<file path="config.mk">
export PLATFORM = sky130hd
export DESIGN_NAME = sys_ctrl
export DESIGN_NICKNAME = d
export VERILOG_FILES = /design/src/rtl/sys_ctrl_pkg.sv /design/src/rtl/sys_ctrl_tx_push.sv /design/src/rtl/sys_ctrl.sv
export SDC_FILE = /design/constraint.sdc
export NUM_CORES = 1
export LEC_CHECK = 0
export ABC_AREA = 1
export BUFFER_PORTS_ARGS = -buffer_cell sky130_fd_sc_hd__buf_2
export CORE_MARGIN = 8
export CORE_UTILIZATION = 45
export DETAILED_ROUTE_END_ITERATION = 8
export PLACE_DENSITY = 0.69
export SLEW_MARGIN = 20
export SYNTH_ARGS = -nofsm -noshare
export SYNTH_HDL_FRONTEND = slang
export SYNTH_SLANG_ARGS = --single-unit
</file>
<file path="constraint.sdc">
create_clock -name CLK -period 2.7 [get_ports CLK]
set_input_delay 0.135 -clock CLK [delete_from_list [all_inputs] [get_ports CLK]]
set_output_delay 0.135 -clock CLK [all_outputs]
set_load 0.02 [all_outputs]
</file>
<file path="src/rtl/sys_ctrl_pkg.sv">
// Shared opcodes, operand addresses and state encoding
// for the UART command sequencer.
package sys_ctrl_pkg;

   localparam logic [7:0] CMD_REG_WR  = 8'hAA;
   localparam logic [7:0] CMD_REG_RD  = 8'hBB;
   localparam logic [7:0] CMD_ALU_OP  = 8'hCC;
   localparam logic [7:0] CMD_ALU_NOP = 8'hDD;

   localparam int OPA_ADDR = 0;
   localparam int OPB_ADDR = 1;

   typedef enum logic [3:0] {
      ST_IDLE,
      ST_WR_ADDR,
      ST_WR_DATA,
      ST_RD_ADDR,
      ST_RD_WAIT,
      ST_ALU_A,
      ST_ALU_B,
      ST_ALU_FUN,
      ST_ALU_WAIT,
      ST_TX_B0,
      ST_TX_B1
   } state_t;

endpackage

</file>
<file path="src/rtl/sys_ctrl_tx_push.sv">
// Response buffer (1 or 2 bytes) and TX FIFO push sequencer.
// Ports: load/len2/byte0/byte1 in, fifo_full in; wr_data/wr_inc out, done out.
module sys_ctrl_tx_push #(
   parameter int DW = 8
) (
   input  logic          clk,
   input  logic          rst_n,
   input  logic          load,
   input  logic          len2,
   input  logic [DW-1:0] byte0,
   input  logic [DW-1:0] byte1,
   input  logic          fifo_full,
   output logic [DW-1:0] wr_data,
   output logic          wr_inc,
   output logic          done
);

   logic [DW-1:0] rb0;
   logic [DW-1:0] rb1;
   logic          busy;
   logic          idx;
   logic          two;

   // High in the cycle the final byte is committed for pushing.
   assign done = busy & ~fifo_full & (idx | ~two);

   always_ff @(posedge clk or negedge rst_n) begin
      if (!rst_n) begin
         rb0     <= '0;
         rb1     <= '0;
         busy    <= 1'b0;
         idx     <= 1'b0;
         two     <= 1'b0;
         wr_data <= '0;
         wr_inc  <= 1'b0;
      end else begin
         wr_inc <= 1'b0;
         if (load) begin
            rb0  <= byte0;
            rb1  <= byte1;
            two  <= len2;
            idx  <= 1'b0;
            busy <= 1'b1;
         end else if (busy && !fifo_full) begin
            wr_inc  <= 1'b1;
            wr_data <= idx ? rb1 : rb0;
            idx     <= 1'b1;
            if (done)
               busy <= 1'b0;
         end
      end
   end

endmodule

</file>
<file path="src/rtl/sys_ctrl.sv">
// UART command sequencer: decodes RX frames into regfile/ALU ops and queues responses.
// Ports: RX byte stream, regfile and ALU handshakes in; strobes, data, FIFO push, CMD_ERR out.
module sys_ctrl
   import sys_ctrl_pkg::*;
#(
   parameter int DATAWIDTH   = 8,
   parameter int ADDRWIDTH   = 4,
   parameter int FUNWIDTH    = 4,
   parameter int TIMEOUT_CYC = 255
) (
   input  logic                   CLK,
   input  logic                   RST,
   input  logic [DATAWIDTH-1:0]   RX_P_DATA,
   input  logic                   RX_D_VLD,
   input  logic [DATAWIDTH-1:0]   RdData,
   input  logic                   RdData_Valid,
   input  logic [2*DATAWIDTH-1:0] ALU_OUT,
   input  logic                   OUT_Valid,
   input  logic                   FIFO_FULL,
   output logic [ADDRWIDTH-1:0]   Address,
   output logic                   WrEn,
   output logic                   RdEn,
   output logic [DATAWIDTH-1:0]   WrData,
   output logic                   ALU_EN,
   output logic [FUNWIDTH-1:0]    ALU_FUN,
   output logic                   CLK_EN,
   output logic [DATAWIDTH-1:0]   WR_DATA,
   output logic                   WR_INC,
   output logic                   CMD_ERR
);

   localparam int CW = $clog2(TIMEOUT_CYC + 1);

   state_t state, state_n;

   logic [CW-1:0]        cnt, cnt_n;
   logic [ADDRWIDTH-1:0] addr_n;
   logic [DATAWIDTH-1:0] wdata_n;
   logic [FUNWIDTH-1:0]  fun_n;
   logic                 wren_n, rden_n, alu_en_n;
   logic                 clk_en_n, cmd_err_n;
   logic                 load, len2, done;
   logic [DATAWIDTH-1:0] b0, b1;
   logic                 timeout;

   // Last wait cycle: abort takes effect on the next edge.
   assign timeout = (cnt == CW'(TIMEOUT_CYC - 1));

   always_ff @(posedge CLK or negedge RST) begin
      if (!RST) begin
         state   <= ST_IDLE;
         cnt     <= '0;
         Address <= '0;
         WrData  <= '0;
         ALU_FUN <= '0;
         WrEn    <= 1'b0;
         RdEn    <= 1'b0;
         ALU_EN  <= 1'b0;
         CLK_EN  <= 1'b0;
         CMD_ERR <= 1'b0;
      end else begin
         state   <= state_n;
         cnt     <= cnt_n;
         Address <= addr_n;
         WrData  <= wdata_n;
         ALU_FUN <= fun_n;
         WrEn    <= wren_n;
         RdEn    <= rden_n;
         ALU_EN  <= alu_en_n;
         CLK_EN  <= clk_en_n;
         CMD_ERR <= cmd_err_n;
      end
   end

   always_comb begin
      state_n   = state;
      cnt_n     = '0;
      addr_n    = Address;
      wdata_n   = WrData;
      fun_n     = ALU_FUN;
      wren_n    = 1'b0;
      rden_n    = 1'b0;
      alu_en_n  = 1'b0;
      clk_en_n  = CLK_EN;
      cmd_err_n = 1'b0;
      load      = 1'b0;
      len2      = 1'b0;
      b0        = '0;
      b1        = '0;
      unique case (state)
         ST_IDLE: begin
            if (RX_D_VLD) begin
               case (RX_P_DATA)
                  DATAWIDTH'(CMD_REG_WR):  state_n = ST_WR_ADDR;
                  DATAWIDTH'(CMD_REG_RD):  state_n = ST_RD_ADDR;
                  DATAWIDTH'(CMD_ALU_OP):  state_n = ST_ALU_A;
                  DATAWIDTH'(CMD_ALU_NOP): state_n = ST_ALU_FUN;
                  default:                 state_n = ST_IDLE;
               endcase
            end
         end
         ST_WR_ADDR: begin
            if (RX_D_VLD) begin
               addr_n  = RX_P_DATA[ADDRWIDTH-1:0];
               state_n = ST_WR_DATA;
            end
         end
         ST_WR_DATA: begin
            if (RX_D_VLD) begin
               wren_n  = 1'b1;
               wdata_n = RX_P_DATA;
               state_n = ST_IDLE;
            end
         end
         ST_RD_ADDR: begin
            if (RX_D_VLD) begin
               rden_n  = 1'b1;
               addr_n  = RX_P_DATA[ADDRWIDTH-1:0];
               state_n = ST_RD_WAIT;
            end
         end
         ST_RD_WAIT: begin
            if (RdData_Valid) begin
               load    = 1'b1;
               b0      = RdData;
               state_n = ST_TX_B0;
            end else if (timeout) begin
               cmd_err_n = 1'b1;
               state_n   = ST_IDLE;
            end else begin
               cnt_n = cnt + CW'(1);
            end
         end
         ST_ALU_A: begin
            if (RX_D_VLD) begin
               wren_n  = 1'b1;
               addr_n  = ADDRWIDTH'(OPA_ADDR);
               wdata_n = RX_P_DATA;
               state_n = ST_ALU_B;
            end
         end
         ST_ALU_B: begin
            if (RX_D_VLD) begin
               wren_n  = 1'b1;
               addr_n  = ADDRWIDTH'(OPB_ADDR);
               wdata_n = RX_P_DATA;
               state_n = ST_ALU_FUN;
            end
         end
         ST_ALU_FUN: begin
            if (RX_D_VLD) begin
               fun_n    = RX_P_DATA[FUNWIDTH-1:0];
               alu_en_n = 1'b1;
               clk_en_n = 1'b1;
               state_n  = ST_ALU_WAIT;
            end
         end
         ST_ALU_WAIT: begin
            if (OUT_Valid) begin
               load     = 1'b1;
               len2     = 1'b1;
               b0       = ALU_OUT[DATAWIDTH-1:0];
               b1       = ALU_OUT[2*DATAWIDTH-1:DATAWIDTH];
               clk_en_n = 1'b0;
               state_n  = ST_TX_B0;
            end else if (timeout) begin
               cmd_err_n = 1'b1;
               clk_en_n  = 1'b0;
               state_n   = ST_IDLE;
            end else begin
               cnt_n = cnt + CW'(1);
            end
         end
         ST_TX_B0: begin
            if (done)
               state_n = ST_IDLE;
            else if (!FIFO_FULL)
               state_n = ST_TX_B1;
         end
         ST_TX_B1: begin
            if (done)
               state_n = ST_IDLE;
         end
         default: state_n = ST_IDLE;
      endcase
   end

   sys_ctrl_tx_push #(
      .DW (DATAWIDTH)
   ) u_tx_push (
      .clk       (CLK),
      .rst_n     (RST),
      .load      (load),
      .len2      (len2),
      .byte0     (b0),
      .byte1     (b1),
      .fifo_full (FIFO_FULL),
      .wr_data   (WR_DATA),
      .wr_inc    (WR_INC),
      .done      (done)
   );

endmodule

</file>
==> results of run 1 <==
## power breakdown
part           leakage (nW)  total [mW]  switching (mW)  internal, mW
sequential            0.784        1.43           0.204          1.22
combinational          1.07        1.33           0.891         0.440
clock                0.0921       0.728           0.349         0.379
## routing by layer
metal / up-vias / global-route usage
met1: 1125 / 0.213
met4: 0 / 0.0691
met2: 53 / 0.238
li1: 1277 / -
met5: - / 0
met3: 9 / 0.0445
## cell type report
type                       instances  share of cell area
clock buffer                      12              0.0444
clock inverter                     4             0.00644
inverter                          37              0.0397
multi-input combinational        257               0.335
sequential                        61               0.436
tap                               77              0.0275
timing repair buffer              71               0.110
## worst max path at each step
stage | to | slack (ps)
global route | WrData[6]$_DFFE_PN0P_ | 790
CTS | WrData[7]$_DFFE_PN0P_ | 1020
finish | WrData[7]$_DFFE_PN0P_ | 1020
global placement | WrData[4]$_DFFE_PN0P_ | 1100
floorplan | state[2]$_DFFE_PN0P_ | 1390
detailed placement | WrData[4]$_DFFE_PN0P_ | 1040
## cells in the final DEF, fill, tap and decap left out, drive strengths merged, types with 3 or more instances in the layout
cell type / Yosys / layout
nand2: 152 / 152
nor3: 4 / 4
inv: 36 / 36
buf: 4 / 68
a21oi: 7 / 7
o211ai: 6 / 6
dfrtp: 61 / 61
clkinv: 1 / 4
o21ai: 25 / 25
clkbuf: 1 / 12
nand4: 3 / 3
nand3: 14 / 14
nor2: 37 / 37
dlygate4sd3: 0 / 3
## per-stage QoR
step / instances / power, mW / hold slack [ps] / setup slack, ps / util
floorplan: 360 / 2.37 / -161 / 1390 / -
global placement: 500 / 2.75 / 217 / 1100 / 0.524
detailed placement: 500 / 2.79 / 225 / 1040 / 0.524
CTS: 519 / 3.53 / 1.15 / 1020 / 0.557
global route: 519 / 3.77 / 6.41 / 794 / 0.557
finish: 519 / 3.49 / 10.1 / 1020 / 0.557
## cells by family after synthesis
group,Yosys count,synth area share
AO/OA/AOI/OAI,38,0.0779
buffers and inverters,42,0.0618
AND/OR/NAND/NOR,214,0.312
flip-flops,61,0.531
XOR/XNOR,3,0.00914
adder cells (fa/ha/maj),2,0.00870
## worst max-delay path, stage by stage (launching register included)
cell     delay [ps]
dfrtp_1         460
inv_1            90
nor2_1          170
nand2_1         120
o21ai_0          80
nand2_1         330
inv_1           230
nand2_1          70
nand2_1          70
## repair_timing
item	4_1_cts	5_1_grt
hold buffers	3	0
gates resized for setup	0	0
hold endpoints to repair	31	0
## cells in the mapped netlist
| library cell | n | area share |
|---|---|---|
| xnor2_1 | 1 | 0.0030 |
| or2_2 | 1 | 0.0022 |
| xor2_1 | 2 | 0.0061 |
| nand2_1 | 151 | 0.20 |
| nand2_4 | 1 | 0.0039 |
| buf_4 | 1 | 0.0026 |
| ha_1 | 2 | 0.0087 |
| o211ai_1 | 6 | 0.016 |
| nand3_4 | 1 | 0.0061 |
| nand3b_1 | 1 | 0.0026 |
| and3_1 | 2 | 0.0043 |
| a21oi_1 | 7 | 0.012 |
| nor2_4 | 3 | 0.012 |
| nand4_1 | 3 | 0.0065 |
| buf_2 | 1 | 0.0017 |
| dfrtp_1 | 61 | 0.53 |
| inv_1 | 31 | 0.040 |
| nor3_1 | 4 | 0.0070 |
| clkinv_1 | 1 | 0.0013 |
| inv_2 | 5 | 0.0065 |
| nor2_2 | 2 | 0.0043 |
| clkbuf_1 | 1 | 0.0013 |
| buf_6 | 2 | 0.0078 |
| o21ai_2 | 5 | 0.015 |
| nand3_1 | 12 | 0.021 |
| nand3_2 | 1 | 0.0035 |
| nor2_1 | 32 | 0.042 |
| o21ai_0 | 20 | 0.035 |
## sequential cells by signal, summed over array words and instances (netlist names), 4 cells and up
signal / flops
cnt: 8
WrData: 8
Address: 4
ALU_FUN: 4
u_tx_push.rb1: 8
state: 4
u_tx_push.rb0: 8
u_tx_push.wr_data: 8
==> impl_metrics.ini, run 1 <==
[status]
status = complete, no violations

[place]
dpl.hpwl_um = 5250
place_area_sq_um = 3290
port-buffer-count = 67
place_congestion = 0.866

[critical_path]
required_ps = 2960
endpoint_kind = register
arrival_ps = 1950
rrSetupSlack_ps = 1020
cp_max_fo = 14
timing.rr.end = WrData[7]$_DFFE_PN0P_
cp-start-kind = register
r2r.worst_path.cells = 8
rr_startpoint = state[0]$_DFFE_PN0P_
worstSetupStartpoint = state[0]$_DFFE_PN0P_
crit_type = reg -> reg

[detailed_routing]
via_per_inst = 4.75
first_pass_iters = 5
route.vias.total = 2464
routedWlPerCell_um = 13.2
drc = 0
drtIter0Drc = 107
met3WireLength_um = 382
maxUsedRoutingLayer = met4
drt-total-wl_um = 6850
met2_wirelength_um = 3030
ant_nets = 0
wirelength_met1_um = 3330

[timing]
final-hold-violation-count = 0
worst_clock_skew_ps = 7.30
timing.final.crit_share = 0.623
setup_violations = 0
tightest_slew_ps = 718
tns_ps = 0
finalMaxSlewViolations = 0
slew_headroom = 0.521
rsz0062_at_grt = no
finalCriticalPeriod_ps = 1680
clock.fmax_mhz = 595

[run]
maxCapViolCount = 0

[worst_hold_path]
min_from = ALU_OUT[12]
hold_end = u_tx_push.rb1[4]$_DFFE_PN0N_
hp-class = in -> reg
worstHoldPathCells = 3

[yosys]
synth_nets = 400
synth_cells = 360
yosys_warnings = 0
synth_area_sq_um = 2880
synth-seq-cells = 61
yosysUniqueCellTypes = 28
syn_avg_cell_area_sq_um = 7.99
yosysSeqAreaShare = 0.531

[finish]
n_fill_cell = 622
regArea_sq_um = 1530
fin_area_sq_um = 3500
drive_gt1_frac = 0.231
finalNetCount = 477
areaGrowthSynthToFinish_pct = 21.6
antenna_cells = 0
multi_input_area_sq_um = 1170

[global_route]
grt_max_degree = 33
grt_first_pass_wirelength_um = 11400
grt_pass1_vias = 2430
antenna_found_initial = 0
track_usage = 0.160
grt_overflow = 0

[floorplan]
dieWidth_um = 96.0
io-pin-count = 68
core_sq_um = 6280
rows = 29
die_h_um = 96.0
dieArea_sq_um = 9210
initial_core_util = 0.458

[clock_tree]
cts_inserted_buffers = 9
cts_setup_buffers = 0
clkTransAtPathRegs_ps = 60
clockBufferDepth = 2
cts.sinks = 61
cts_tree = built
cts-root-buf = clkbuf_8
insertion_delay_ps = 330
htreeDepth = 3

[power]
ir_worst_vdd_mv = 0.515
cellLeakagePower_nw = 1.94
power_density_nw_per_um2 = 997
Power figures use the tool's default switching activity.
==> run 2: changes to the inputs <==
--- a/config.mk
+++ b/config.mk
@@ -10,7 +10,7 @@
 export CORE_MARGIN = 8
 export CORE_UTILIZATION = 45
 export DETAILED_ROUTE_END_ITERATION = 8
-export PLACE_DENSITY = 0.69
+export PLACE_DENSITY = 0.71
 export SLEW_MARGIN = 20
 export SYNTH_ARGS = -nofsm -noshare
 export SYNTH_HDL_FRONTEND = slang
==> constraint.sdc (replaced) <==
create_clock -name CLK -period 1.4 [get_ports CLK]
set_input_delay 0.07 -clock CLK [delete_from_list [all_inputs] [get_ports CLK]]
set_output_delay 0.07 -clock CLK [all_outputs]
set_load 0.02 [all_outputs]
==> impl_metrics.ini, run 2 (synthesized netlist as in run 1, its figures left out) <==
[detailed_routing]
drt-total-wl_um = 7340
drtIter0Drc = 154
routedWlPerCell_um = 13.0
via_per_inst = 4.77
first_pass_iters = 4
drc = 0
route.vias.total = 2693
ant_nets = 0

[finish]
antenna_cells = 0
finalNetCount = 523
regArea_sq_um = 1530
drive_gt1_frac = 0.279
areaGrowthSynthToFinish_pct = 38.6
final_common_cell = nand2_1
fin_area_sq_um = 3990
layout_common_cells = 147 x nand2_1, 67 x buf_2, 60 x dfrtp_1
n_fill_cell = 552
multi_input_area_sq_um = 1220
postLayoutCoreUtil = 0.635
instances_no_fill = 565

[floorplan]
initial_core_util = 0.458
dieWidth_um = 96.0
rows = 29
dieArea_sq_um = 9210
die_h_um = 96.0
core_sq_um = 6280
io-pin-count = 68

[timing]
tightest_slew_ps = 330
tns_ps = 0
timing.final.crit_share = 0.993
worst_clock_skew_ps = 10.5
fin_ws_ps = 9.26
clock.fmax_mhz = 719
fin_hold_ws_ps = 20.0
finalMaxSlewViolations = 0
finalCriticalPeriod_ps = 1390
setup_violations = 0
rsz0062_at_grt = yes
slew_headroom = 0.780
final-hold-violation-count = 0

[power]
power_mw = 7.32
ir_worst_vdd_mv = 1.12
power_density_nw_per_um2 = 1840
cellLeakagePower_nw = 2.16

[critical_path]
cp-start-kind = register
crit_type = reg -> reg
endpoint_kind = register
arrival_ps = 1620
timing.rr.end = u_tx_push.wr_data[2]$_DFFE_PN0P_
cp_cell_sequence = nor2_4 > nand3_2 > nand2_4 > nor2_4 > buf_4 > nand2_1 > nand2_1
crit_cells = 7
cp_max_fo = 7
cp_num_buf_inv = 1
r2r.worst_path.cells = 7
worstSetupStartpoint = state[1]$_DFFE_PN0P_
crit_path_end = u_tx_push.wr_data[2]$_DFFE_PN0P_
max_stage_delay_ps = 450
crit_family = simple AND/OR/NAND/NOR gates
required_ps = 1630
cp_slowest_cell = dfrtp_1
rr_startpoint = state[1]$_DFFE_PN0P_
rrSetupSlack_ps = 9

[clock_tree]
cts_inserted_buffers = 9
insertion_delay_ps = 330
cts-root-buf = clkbuf_8
cts_tree = built
clkTransAtPathRegs_ps = 70
cts.sinks = 61
clockBufferDepth = 2
htreeDepth = 3

[worst_hold_path]
hp-class = in -> reg

[global_route]
grt_pass1_vias = 2668
grt_max_degree = 62
track_usage = 0.169
antenna_found_initial = 0
grt_first_pass_wirelength_um = 12100
grt_overflow = 0

[place]
post-place-ws_ps = -32.9
place_area_sq_um = 3420
place_congestion = 0.870
dp_cells = 517
port-buffer-count = 67
dpl.hpwl_um = 5180

[status]
status = complete, no violations

[run]
maxCapViolCount = 0
-- run 2: worst reg2reg max path, delay by kind of cell (launching register included) --
kind	cells	cell delay (ps)
buf+inv	1	140
flops	1	450
simple gates	6	710
-- run 2: area by class of cell --
type,instances,area share
Multi-Input combinational cell,257,0.306
Tap cell,77,0.0242
Sequential cell,61,0.383
Timing Repair Buffer,117,0.203
Inverter,37,0.0352
Clock buffer,12,0.0364
Clock inverter,4,0.0119
-- run 2: worst min path at each step --
stage / from / endpoint / slack (ps) / depth (start not counted)
6_report: RX_P_DATA[5] / WrData[5]$_DFFE_PN0P_ / 20 / 3
5_1_grt: RX_P_DATA[5] / WrData[5]$_DFFE_PN0P_ / 30 / 3
4_1_cts: RX_P_DATA[5] / WrData[5]$_DFFE_PN0P_ / 7 / 3
3_5_place_dp: RST / ALU_FUN[1]$_DFFE_PN0P_ / 110 / 2
3_3_place_gp: RST / ALU_FUN[3]$_DFFE_PN0P_ / 100 / 2
2_1_floorplan: RST / ALU_EN$_DFF_PN0_ / -230 / 0
-- run 2: timing repair --
action / in CTS / in global routing
hold buffers: 28 / 0
pin swaps: 0 / 5
setup buffers: 0 / 4
endpoints found under the hold margin: 80 / 0
gates resized for setup: 3 / 17
setup endpoints to repair: 27 / 40
-- run 2: per-layer routing --
layer  part of all wire  GRT usage  vias to the layer above
li1                   -          -                     1369
met2               0.47      0.265                       78
met1               0.44      0.210                     1229
met5                  0          0                        -
met3              0.063     0.0507                       17
met4              0.020     0.0768                        0
-- run 2: power by group --
| group | internal, mW | total, mW | switching (mW) |
|---|---|---|---|
| registers | 2.36 | 2.69 | 0.321 |
| clock network | 0.866 | 1.52 | 0.659 |
| logic | 1.18 | 3.11 | 1.93 |
==> run 3: changes to the inputs <==
--- a/config.mk
+++ b/config.mk
@@ -7,10 +7,11 @@
 export LEC_CHECK = 0
 export ABC_AREA = 1
 export BUFFER_PORTS_ARGS = -buffer_cell sky130_fd_sc_hd__buf_2
+export CORE_ASPECT_RATIO = 0.75
 export CORE_MARGIN = 8
-export CORE_UTILIZATION = 45
+export CORE_UTILIZATION = 28
 export DETAILED_ROUTE_END_ITERATION = 8
-export PLACE_DENSITY = 0.71
+export PLACE_DENSITY = 0.58
 export SLEW_MARGIN = 20
 export SYNTH_ARGS = -nofsm -noshare
 export SYNTH_HDL_FRONTEND = slang
==> impl_metrics.ini, run 3 (synthesized netlist as in run 1, its figures left out) <==
[detailed_routing]
routedWlPerCell_um = 13.1
via_per_inst = 4.41
drc = 0
first_pass_iters = 5
drt-total-wl_um = 8210
ant_nets = 0
route.vias.total = 2760
drtIter0Drc = 197

[power]
power_density_nw_per_um2 = 1930
cellLeakagePower_nw = 2.25
ir_worst_vdd_mv = 0.766

[critical_path]
arrival_ps = 1610
max_stage_delay_ps = 410
crit_type = reg -> reg
required_ps = 1610
cp_max_fo = 7
cp-start-kind = register
cp_slowest_cell = dfrtp_1
cp_cell_sequence = inv_2 > nor2_4 > nand3_2 > nand2_4 > nor2_4 > buf_6 > nand2_2 > nand2_2
endpoint_kind = register

[clock_tree]
clockBufferDepth = 2
cts_tree = built
cts-root-buf = clkbuf_16
clkTransAtPathRegs_ps = 50
cts_inserted_buffers = 9
insertion_delay_ps = 320
htreeDepth = 3
cts.sinks = 61

[floorplan]
initial_core_util = 0.284
rows = 32
dieWidth_um = 133
dieArea_sq_um = 13800
die_h_um = 104
io-pin-count = 68
core_sq_um = 10100

[timing]
fin_ws_ps = 3.21
final-hold-violation-count = 0
worst_clock_skew_ps = 5.48
clock.fmax_mhz = 716
rsz0062_at_grt = yes
timing.final.crit_share = 0.998
tightest_slew_ps = 411
finalMaxSlewViolations = 0
setup_violations = 0
slew_headroom = 0.723
finalCriticalPeriod_ps = 1400

[finish]
fin_area_sq_um = 4300
areaGrowthSynthToFinish_pct = 49.4
layout_common_cells = 130 x nand2_1, 67 x buf_2, 60 x dfrtp_1
n_fill_cell = 989
final_common_cell = nand2_1
drive_gt1_frac = 0.335
finalNetCount = 523

[global_route]
grt_first_pass_wirelength_um = 13500
grt_overflow = 0
grt_pass1_vias = 2698
grt_max_degree = 62
track_usage = 0.121
antenna_found_initial = 3

[place]
dpl.hpwl_um = 5660
place_congestion = 0.906
place_area_sq_um = 3490
port-buffer-count = 67
post-place-ws_ps = -21.5

[worst_hold_path]
hp-class = in -> reg

[status]
status = complete, no violations

[run]
maxCapViolCount = 0
run 3: changes by cell type in the layout (fill, tap and decap cells not counted), sizes merged:
cell	previous run	this run
clkinv	4	3
inv	35	36
diode	0	3
clkbuf	12	11
run 3: routing by layer:
| metal | GRT usage | vias to the layer above | routed length [um] |
|---|---|---|---|
| met1 | 0.157 | 1274 | 3670 |
| met4 | 0.0647 | 0 | 210 |
| met5 | 0 | - | 0 |
| met2 | 0.181 | 86 | 3930 |
| met3 | 0.0314 | 20 | 394 |
| li1 | - | 1380 | - |
run 3: final timing paths:
check	slack, ps	startpoint	cells past startpoint	to
min reg2reg	470	u_tx_push.rb1[2]$_DFFE_PN0N_	2	u_tx_push.rb1[2]$_DFFE_PN0N_
max reg2reg	3	state[2]$_DFFE_PN0P_	8	u_tx_push.wr_data[2]$_DFFE_PN0P_
max in group asynchronous	820	RST	3	state[3]$_DFFE_PN0P_
min in group asynchronous	290	RST	3	WrData[4]$_DFFE_PN0P_
min	40	RX_P_DATA[5]	3	WrData[5]$_DFFE_PN0P_
max	3	state[2]$_DFFE_PN0P_	8	u_tx_push.wr_data[2]$_DFFE_PN0P_
run 3: cell type report:
class / instances / area, sq um / area share
clock inverter: 4 / 47.5 / 0.0111
antenna: 3 / 7.51 / 0.00175
clock buffer: 11 / 253 / 0.0588
tap: 136 / 170 / 0.0396
multi-input combinational: 257 / 1310 / 0.305
timing repair buffer: 117 / 841 / 0.196
inverter: 37 / 141 / 0.0329
sequential: 61 / 1530 / 0.355
run 3: what timing repair did:
item | 4_1_cts | 5_1_grt
setup endpoints to repair | 5 | 52
hold buffers | 28 | 0
gates resized for setup | 1 | 56
buffers inserted | 1 | 6
endpoints found under the hold margin | 80 | 0
pin swaps | 0 | 14
run 3: metrics by stage:
step	TNS (ps)	hold WS, ps	util	power [mW]	cells
global route	-2130	31.4	0.424	8.89	626
detailed placement	-69.8	108	0.345	5.68	573
floorplan	0	-226	-	4.57	360
finish	0	39.8	0.424	8.28	626
global placement	0	104	0.345	5.63	573
CTS	0	19.8	0.403	7.98	617
run 3: power by group:
group / switching (mW) / internal [mW] / leakage (nW)
Combinational: 2.07 / 1.28 / 1.32
Sequential: 0.356 / 2.37 / 0.783
Clock: 0.750 / 1.46 / 0.147
run 3: critical path: cells and delay by family, from the launching register on:
family | cells | cell delay [ps]
simple gates | 6 | 640
flops | 1 | 410
buf+inv | 2 | 230
